<file path="src/rtl/seq_magnitude_comparator.sv">
// -----------------------------------------------------------------------------
// seq_magnitude_comparator
//
// Multi-cycle magnitude comparator for WIDTH-bit operands. The captured
// operands are scanned MSB-first, SLICE bits per clock, and the scan stops at
// the first slice that differs. The result is reported as registered
// greater / equal / less flags (o1 / o2 / o3) with a start/done handshake,
// together with the number of slices that were examined.
//
// Optional feature (compile-time macro SEQ_CMP_SIGNED_EN):
//   When defined, an extra input 'sgn' is present. With sgn=1 the operands are
//   treated as two's complement: the MSB of both operands is inverted when they
//   are captured, which turns the unsigned MSB-slice compare into a signed
//   order. With sgn=0, or when the macro is undefined, the compare is unsigned.
//
// Parameters:
//   WIDTH  operand width in bits (>= 1, integer multiple of SLICE)
//   SLICE  bits compared per clock
//   CW     width of cnt, derived from WIDTH/SLICE (not overridable)
//
// Ports:
//   clk    clock, all state changes on the rising edge
//   rst_n  synchronous active-low reset
//   start  compare request, only sampled while busy=0
//   A, B   operands, captured on the accepted start
//   sgn    (SEQ_CMP_SIGNED_EN only) signed compare select, captured with A/B
//   busy   high from the accepting edge until done drops
//   done   one-cycle pulse, results valid from this cycle on
//   o1     A > B
//   o2     A == B
//   o3     A < B
//   cnt    number of slices examined for the last result
// -----------------------------------------------------------------------------
module seq_magnitude_comparator #(
  parameter int WIDTH = 8,
  parameter int SLICE = 1,
  localparam int CW = $clog2(WIDTH / SLICE) + 1
) (
  input  logic             clk,
  input  logic             rst_n,
  input  logic             start,
  input  logic [WIDTH-1:0] A,
  input  logic [WIDTH-1:0] B,
`ifdef SEQ_CMP_SIGNED_EN
  input  logic             sgn,
`endif
  output logic             busy,
  output logic             done,
  output logic             o1,
  output logic             o2,
  output logic             o3,
  output logic [CW-1:0]    cnt
);

  localparam int NSLICE = WIDTH / SLICE;
  // Slice index width; at least one bit even for a single-slice scan.
  localparam int IW = (NSLICE > 1) ? $clog2(NSLICE) : 1;

  typedef enum logic [1:0] {
    IDLE = 2'd0,
    SCAN = 2'd1,
    DONE = 2'd2
  } stateType;

  stateType          stateReg, stateNext;
  logic [WIDTH-1:0]  aReg, aNext;
  logic [WIDTH-1:0]  bReg, bNext;
  logic [IW-1:0]     idxReg, idxNext;
  logic [CW-1:0]     cntReg, cntNext;
  logic              gtReg, gtNext;
  logic              eqReg, eqNext;
  logic              ltReg, ltNext;

  // Flipping the MSB maps two's complement order onto unsigned order, so the
  // scan itself never needs to know about signedness.
  logic              signFlip;
  logic [WIDTH-1:0]  flipMask;

`ifdef SEQ_CMP_SIGNED_EN
  assign signFlip = sgn;
`else
  assign signFlip = 1'b0;
`endif

  always_comb begin
    flipMask = '0;
    flipMask[WIDTH-1] = signFlip;
  end

  // Split the captured operands into slices; slice gi holds bits
  // [gi*SLICE +: SLICE].
  logic [SLICE-1:0] sliceA [NSLICE];
  logic [SLICE-1:0] sliceB [NSLICE];

  genvar gi;
  generate
    for (gi = 0; gi < NSLICE; gi++) begin : g_slice
      assign sliceA[gi] = aReg[gi*SLICE +: SLICE];
      assign sliceB[gi] = bReg[gi*SLICE +: SLICE];
    end
  endgenerate

  // Slice currently under examination (unsigned compare).
  logic [SLICE-1:0] curA;
  logic [SLICE-1:0] curB;
  assign curA = sliceA[idxReg];
  assign curB = sliceB[idxReg];

  // State and datapath registers.
  always_ff @(posedge clk) begin
    if (!rst_n) begin
      stateReg <= IDLE;
      aReg     <= '0;
      bReg     <= '0;
      idxReg   <= '0;
      cntReg   <= '0;
      gtReg    <= 1'b0;
      eqReg    <= 1'b0;
      ltReg    <= 1'b0;
    end else begin
      stateReg <= stateNext;
      aReg     <= aNext;
      bReg     <= bNext;
      idxReg   <= idxNext;
      cntReg   <= cntNext;
      gtReg    <= gtNext;
      eqReg    <= eqNext;
      ltReg    <= ltNext;
    end
  end

  // Next-state and datapath logic.
  always_comb begin
    stateNext = stateReg;
    aNext     = aReg;
    bNext     = bReg;
    idxNext   = idxReg;
    cntNext   = cntReg;
    gtNext    = gtReg;
    eqNext    = eqReg;
    ltNext    = ltReg;

    case (stateReg)
      IDLE: begin
        if (start) begin
          aNext     = A ^ flipMask;
          bNext     = B ^ flipMask;
          idxNext   = IW'(NSLICE - 1);
          cntNext   = '0;
          gtNext    = 1'b0;
          eqNext    = 1'b0;
          ltNext    = 1'b0;
          stateNext = SCAN;
        end
      end

      SCAN: begin
        cntNext = cntReg + CW'(1);
        if (curA > curB) begin
          gtNext    = 1'b1;
          stateNext = DONE;
        end else if (curA < curB) begin
          ltNext    = 1'b1;
          stateNext = DONE;
        end else if (idxReg == '0) begin
          // Every slice matched down to the LSB slice.
          eqNext    = 1'b1;
          stateNext = DONE;
        end else begin
          idxNext = idxReg - IW'(1);
        end
      end

      DONE: begin
        // start is ignored here because busy is still high.
        stateNext = IDLE;
      end

      default: begin
        stateNext = IDLE;
      end
    endcase
  end

  assign busy = (stateReg != IDLE);
  assign done = (stateReg == DONE);
  assign o1   = gtReg;
  assign o2   = eqReg;
  assign o3   = ltReg;
  assign cnt  = cntReg;

endmodule

</file>
<file path="config.mk">
export PLATFORM = sky130hd
export DESIGN_NAME = seq_magnitude_comparator
export DESIGN_NICKNAME = d
export VERILOG_FILES = /design/src/rtl/seq_magnitude_comparator.sv
export SDC_FILE = /design/constraint.sdc
export NUM_CORES = 1
export LEC_CHECK = 0
export BUFFER_PORTS_ARGS = -buffer_cell sky130_fd_sc_hd__buf_4
export CAP_MARGIN = 15
export CORE_ASPECT_RATIO = 1.4
export CORE_MARGIN = 2
export CORE_UTILIZATION = 40
export CTS_BUF_LIST = sky130_fd_sc_hd__clkbuf_4 sky130_fd_sc_hd__clkbuf_8 sky130_fd_sc_hd__clkbuf_16
export CTS_CLUSTER_SIZE = 24
export DETAILED_ROUTE_END_ITERATION = 6
export PLACE_DENSITY_LB_ADDON = 0.1
export SYNTH_ARGS = -nofsm -noshare
export SYNTH_HDL_FRONTEND = slang
export SYNTH_SLANG_ARGS = --single-unit
</file>
<file path="constraint.sdc">
create_clock -name clk -period 4.6 [get_ports clk]
set_clock_uncertainty 0.05 [all_clocks]
set_input_delay 0.46 -clock clk [delete_from_list [all_inputs] [get_ports clk]]
set_output_delay 0.46 -clock clk [all_outputs]
set_load 0.02 [all_outputs]
</file>
---- Word-level counts from Yosys, hierarchy flattened ----
Cells that the tools add are included.
storage, ports and cells
  bits in registers ....................... 28
  output and inout port bits .............. 9
  logic and storage cells ................. 63
operators by class
  add/sub/neg operators ................... 2
  order comparisons ....................... 3
  eq/ne operators ......................... 10
  muxes and demuxes ....................... 28
  bitwise gates (word level) .............. 1
  reduce and logical (&&, ||, !) cells .... 11
operators with widths
  cell                   count
  $ne A2 B2 Y1 const B   7
  $mux W3                4
  $mux W1                11
  $reduce_and A5 Y1      2
  $mux W2                4
  $pmux W4 S2            1
  $bmux W1 S3            2
  $pmux W1 S2            3
  $pmux W3 S2            1
  $reduce_and A2 Y1      3
  $add A4 B1 Y4 const B  1
  $ge A4 B4 Y1 const B   1
  $mux W4                1
  $ne A4 B4 Y1 const B   1
  $not A3 Y4             1
  $pmux W2 S2            1
  $reduce_and A4 Y1      1
  $reduce_bool A2 Y1     2
  $logic_not A3 Y1       1
  $reduce_and A3 Y1      1
  $sub A3 B1 Y3 const B  1
  $eq A2 B1 Y1 const B   1
  $eq A2 B2 Y1 const B   1
  $logic_not A2 Y1       1
  other kinds (2)        2

---- Depth between registers and ports, before layout ----
  word-level depth ........................ 8
  gate-level depth with buffers ........... 8

---- Least setup slack after synthesis ----
OpenSTA, ideal clock, no wires.
  path type ............................... register to register
  from .................................... register idxReg[1]
  to ...................................... register idxReg[2]
  arrival ................................. 1.989 ns
  required time ........................... 4.459 ns
  slack ................................... 2.470 ns
  stages on the path, launching flop included .. 9
  cells stage by stage .................... dfxtp_1 > buf_4 > mux4_1 > nand2_1 > nand2_1 > ha_1 > nor4b_4 > a211oi_1 > a311oi_1
between the ends
  longest elaborated chain between the ends .. 7
  elaborated cells between the ends (all ways) .. 19
RTL lines
  item                                            RTL line  RTL
  start: declaration                              68        logic [IW-1:0] idxReg, idxNext;
  start signal: assignment                        124       idxReg <= idxNext;
  $not A3 Y4 (implied by the code)                106, 107
  $bmux W1 S3, on equally long branches           106, 107
  $mux W1, on equally long branches (2 in a row)  106, 107
  $lt A1 B1 Y1 or $gt A1 B1 Y1 (tied branches)    162, 159
  $ne A2 B2 Y1 (no source line)                   -
  $reduce_and A5 Y1 (no source line)              -
Parallel ways exist; a longest one is shown, timed or not. The select of a mux whose other input is x is not followed.
A chain may end at the register's enable or synchronous reset.

---- Worst setup path after layout ----
Same ends and word-level chain as after synthesis.

==> summary.md <==
| Metric | Value |
|---|---|
| Final setup vio count | `0` |
| Final Hold Fails | `0` |
| Crit. End Element | `flop` |
| Fillers | `~360` |
| Remaining antenna violation count | `0` |
| Clock buffers created by TritonCTS | `3` |
| CP Max Fanout | `6` |
| Final Instance Count excl. Fillers | `213` |
| Slew Viols, Final | `0` |
| Area delta synth->final | `18.7%` |
| Main flop type after synthesis | `dfxtp_1` |
| Initial Util | `0.410` |
| Crit path arrival time | `approximately 2.5 ns` |
| Max-capacitance violation count | `0` |
| Hold Buf Count CTS | `0` |
| RSZ-0062 raised after global routing | `no` |
| Core area | `~3300 um2` |
| Number of synthesized register bits | `28` |
| Critical-path top delay cell | `mux4_1` |
| Critical path's largest stage delay | `0.59 ns` |
| Post-CTS sizing | `0` |
| Power Dens Cells | `around 430 nW/um2` |
| GR Layer Usage met1 | `0.183` |
| Rel. slew slack | `0.490` |
| Critical path launch point type | `flop` |
| Reg2Reg Depth | `7` |
| Die height | `around 73 um` |
| HP Class | `in2reg` |
| H-tree depth | `1` |
| Share of post-route cells with drive strength above 1 | `0.220` |
| CP most frequent cell | `nand2_1` |
| Dpl hpwl | `a little over 2 mm` |
| TritonCTS clock tree | `done` |
| Cell count after placement | `between 200 and 250` |
| Met2 usage | `0.298` |
| Leading area contributor after synthesis | `dfxtp_1` |
| Synth unique cells | `36` |
| Sink Count | `28` |
| Final WL | `2.86 mm` |
| Worst hold stages | `3` |
| Worst-path clk slew | `about 0.1 ns` |
| DIE AREA | `~3900 um2` |
| Maximum clock insertion buffer count | `2` |
| Ports | `28` |
| GR Layer Usage met3 | `0.0287` |
| Initial antenna violation count | `0` |
| Fin nets | `between 150 and 200` |
| Synth Cell Area | `about 1400 um2` |
| Most frequent cell after synthesis | `nand2_1` |
| Post-Syn Instances | `151` |
| Post-CTS Setup Bufs | `0` |
| Fin crit share | `0.516` |
| All-Layer GR Usage | `0.168` |
| Peak VDD IR | `0.199 mV` |
| Diodes inserted | `0` |
| Synth top area cells | `dfxtp_1 (41%), nand2_1 (11%), a21oi_1 (7.0%)` |
| Syn nets | `175` |
| Hold slack | `0.367 ns` |
| Synth warn | `0` |
| WS Path Type | `reg2reg` |
| Final core utilization | `0.487` |
| Via count of the routed design | `1,081` |
| Routed wire per std cell | `approximately 13 um` |
| Clock latency on the worst-skew pair | `roughly 0.28 ns` |
| Detailed Route Iter0 Violations | `23` |
| Clk Tree Root Cell | `clkbuf_8` |
| Vias per inst | `5.08` |
| Critical path data required time | `around 4.7 ns` |
| Worst-Margin Slew | `~0.76 ns` |
| Leakage | `roughly 0.7 nW` |
| Global-route congestion overflow total | `0` |
| First-pass GRT wire length | `a little under 5 mm` |
| Post-synth EDFFs | `0` |
| Chip Width | `between 50 and 60 um` |
| Status | `complete, no violations` |
| DRC | `0` |
| Largest net degree at the start of global routing | `25` |
| Synth Area per Inst | `about 9 um2` |
| Placer congestion estimate | `about 0.84` |
| Register area share after synthesis | `0.412` |
| Period minus WS final | `roughly 2.4 ns` |
| Vias in the first global route | `~1,100` |
| Most common library cells after synthesis | `nand2_1 (40), dfxtp_1 (28), a21oi_1 (19)` |
| Crit-path cells | `mux4_1 -> nand2_1 -> nand2_1 -> ha_1 -> nor4b_4 -> a211oi_1 -> a311oi_1` |
| TNS Setup | `0 ns` |
| Top achievable clock speed | `between 400 and 500 MHz` |
| Rows | `25` |
| Synth top area share | `0.412` |
| # port buffers | `27` |
| Grt peak-use layer | `met2` |
| First-pass DRT Iterations | `4` |
| Post-synth ARST share | `0` |
==> worst max-delay path, delay by kind of cell, from the launching register on <==
family,cells,cell delay [ns]
simple gates,3,0.51
compound gates,2,0.39
flops,1,0.48
fa+ha+maj,1,0.26
mux,1,0.59
==> cell families (layout without fill, tap and decap cells) <==
logic type	Yosys count	in the layout	share of synthesized area
buf+inv	16	38	0.0708
fa+ha+maj	5	5	0.0460
mux	6	6	0.0892
flops	28	28	0.412
simple gates	65	65	0.240
compound gates	31	31	0.142
==> power breakdown <==
group / switching [mW] / internal, mW
logic: 0.0998 / 0.0884
clock network: 0.0803 / 0.117
registers: 0.0318 / 0.270
total: 0.212 / 0.475
==> cell type report <==
type,count,area [um2],share of cell area
inverter,7,26.3,0.0163
timing repair buffer,27,203,0.126
clock inverter,1,30.0,0.0186
tap,40,50.0,0.0310
clock buffer,3,41.3,0.0256
multi-input combinational,107,703,0.436
sequential,28,561,0.347
==> stage by stage <==
step / total power [mW] / worst slack, ns / instance area [um2]
after floorplan: 0.453 / 2.47 / 1360
after global placement: 0.493 / 2.29 / 1540
after detailed placement: 0.496 / 2.19 / 1540
after CTS: 0.695 / 2.19 / 1610
after global routing: 0.730 / 2.02 / 1610
final: 0.686 / 2.23 / 1610
==> state kept, by name, summed over array words and instances (netlist names) <==
| name | flops |
|---|---|
| o1 | 1 |
| o2 | 1 |
| bReg | 8 |
| idxReg | 3 |
| stateReg | 2 |
| cnt | 4 |
| aReg | 8 |
| o3 | 1 |
==> placed cells by master, fill, tap and decap left out, drive strengths merged, types with 4 or more instances in the layout <==
cell type,Yosys,layout
mux4,4,4
ha,5,5
nand2,40,40
nand3,4,4
a21oi,19,19
nor2,7,7
inv,7,7
dfxtp,28,28
buf,7,27
==> worst paths after layout <==
check | from | to | slack [ns]
worst min register to register | bReg[2] | bReg[2] | 0.41
worst min-delay path | B[3] | bReg[3] | 0.37
worst max register to register | idxReg[1] | idxReg[2] | 2.23
worst max-delay path | idxReg[1] | idxReg[2] | 2.23
==> layer usage <==
layer  vias up  routed length [um]
met5         -                   0
met2        22                1530
met3         6                  94
li1        561                   -
met1       492                1170
met4         0                  62
Power figures use the tool's default switching activity.
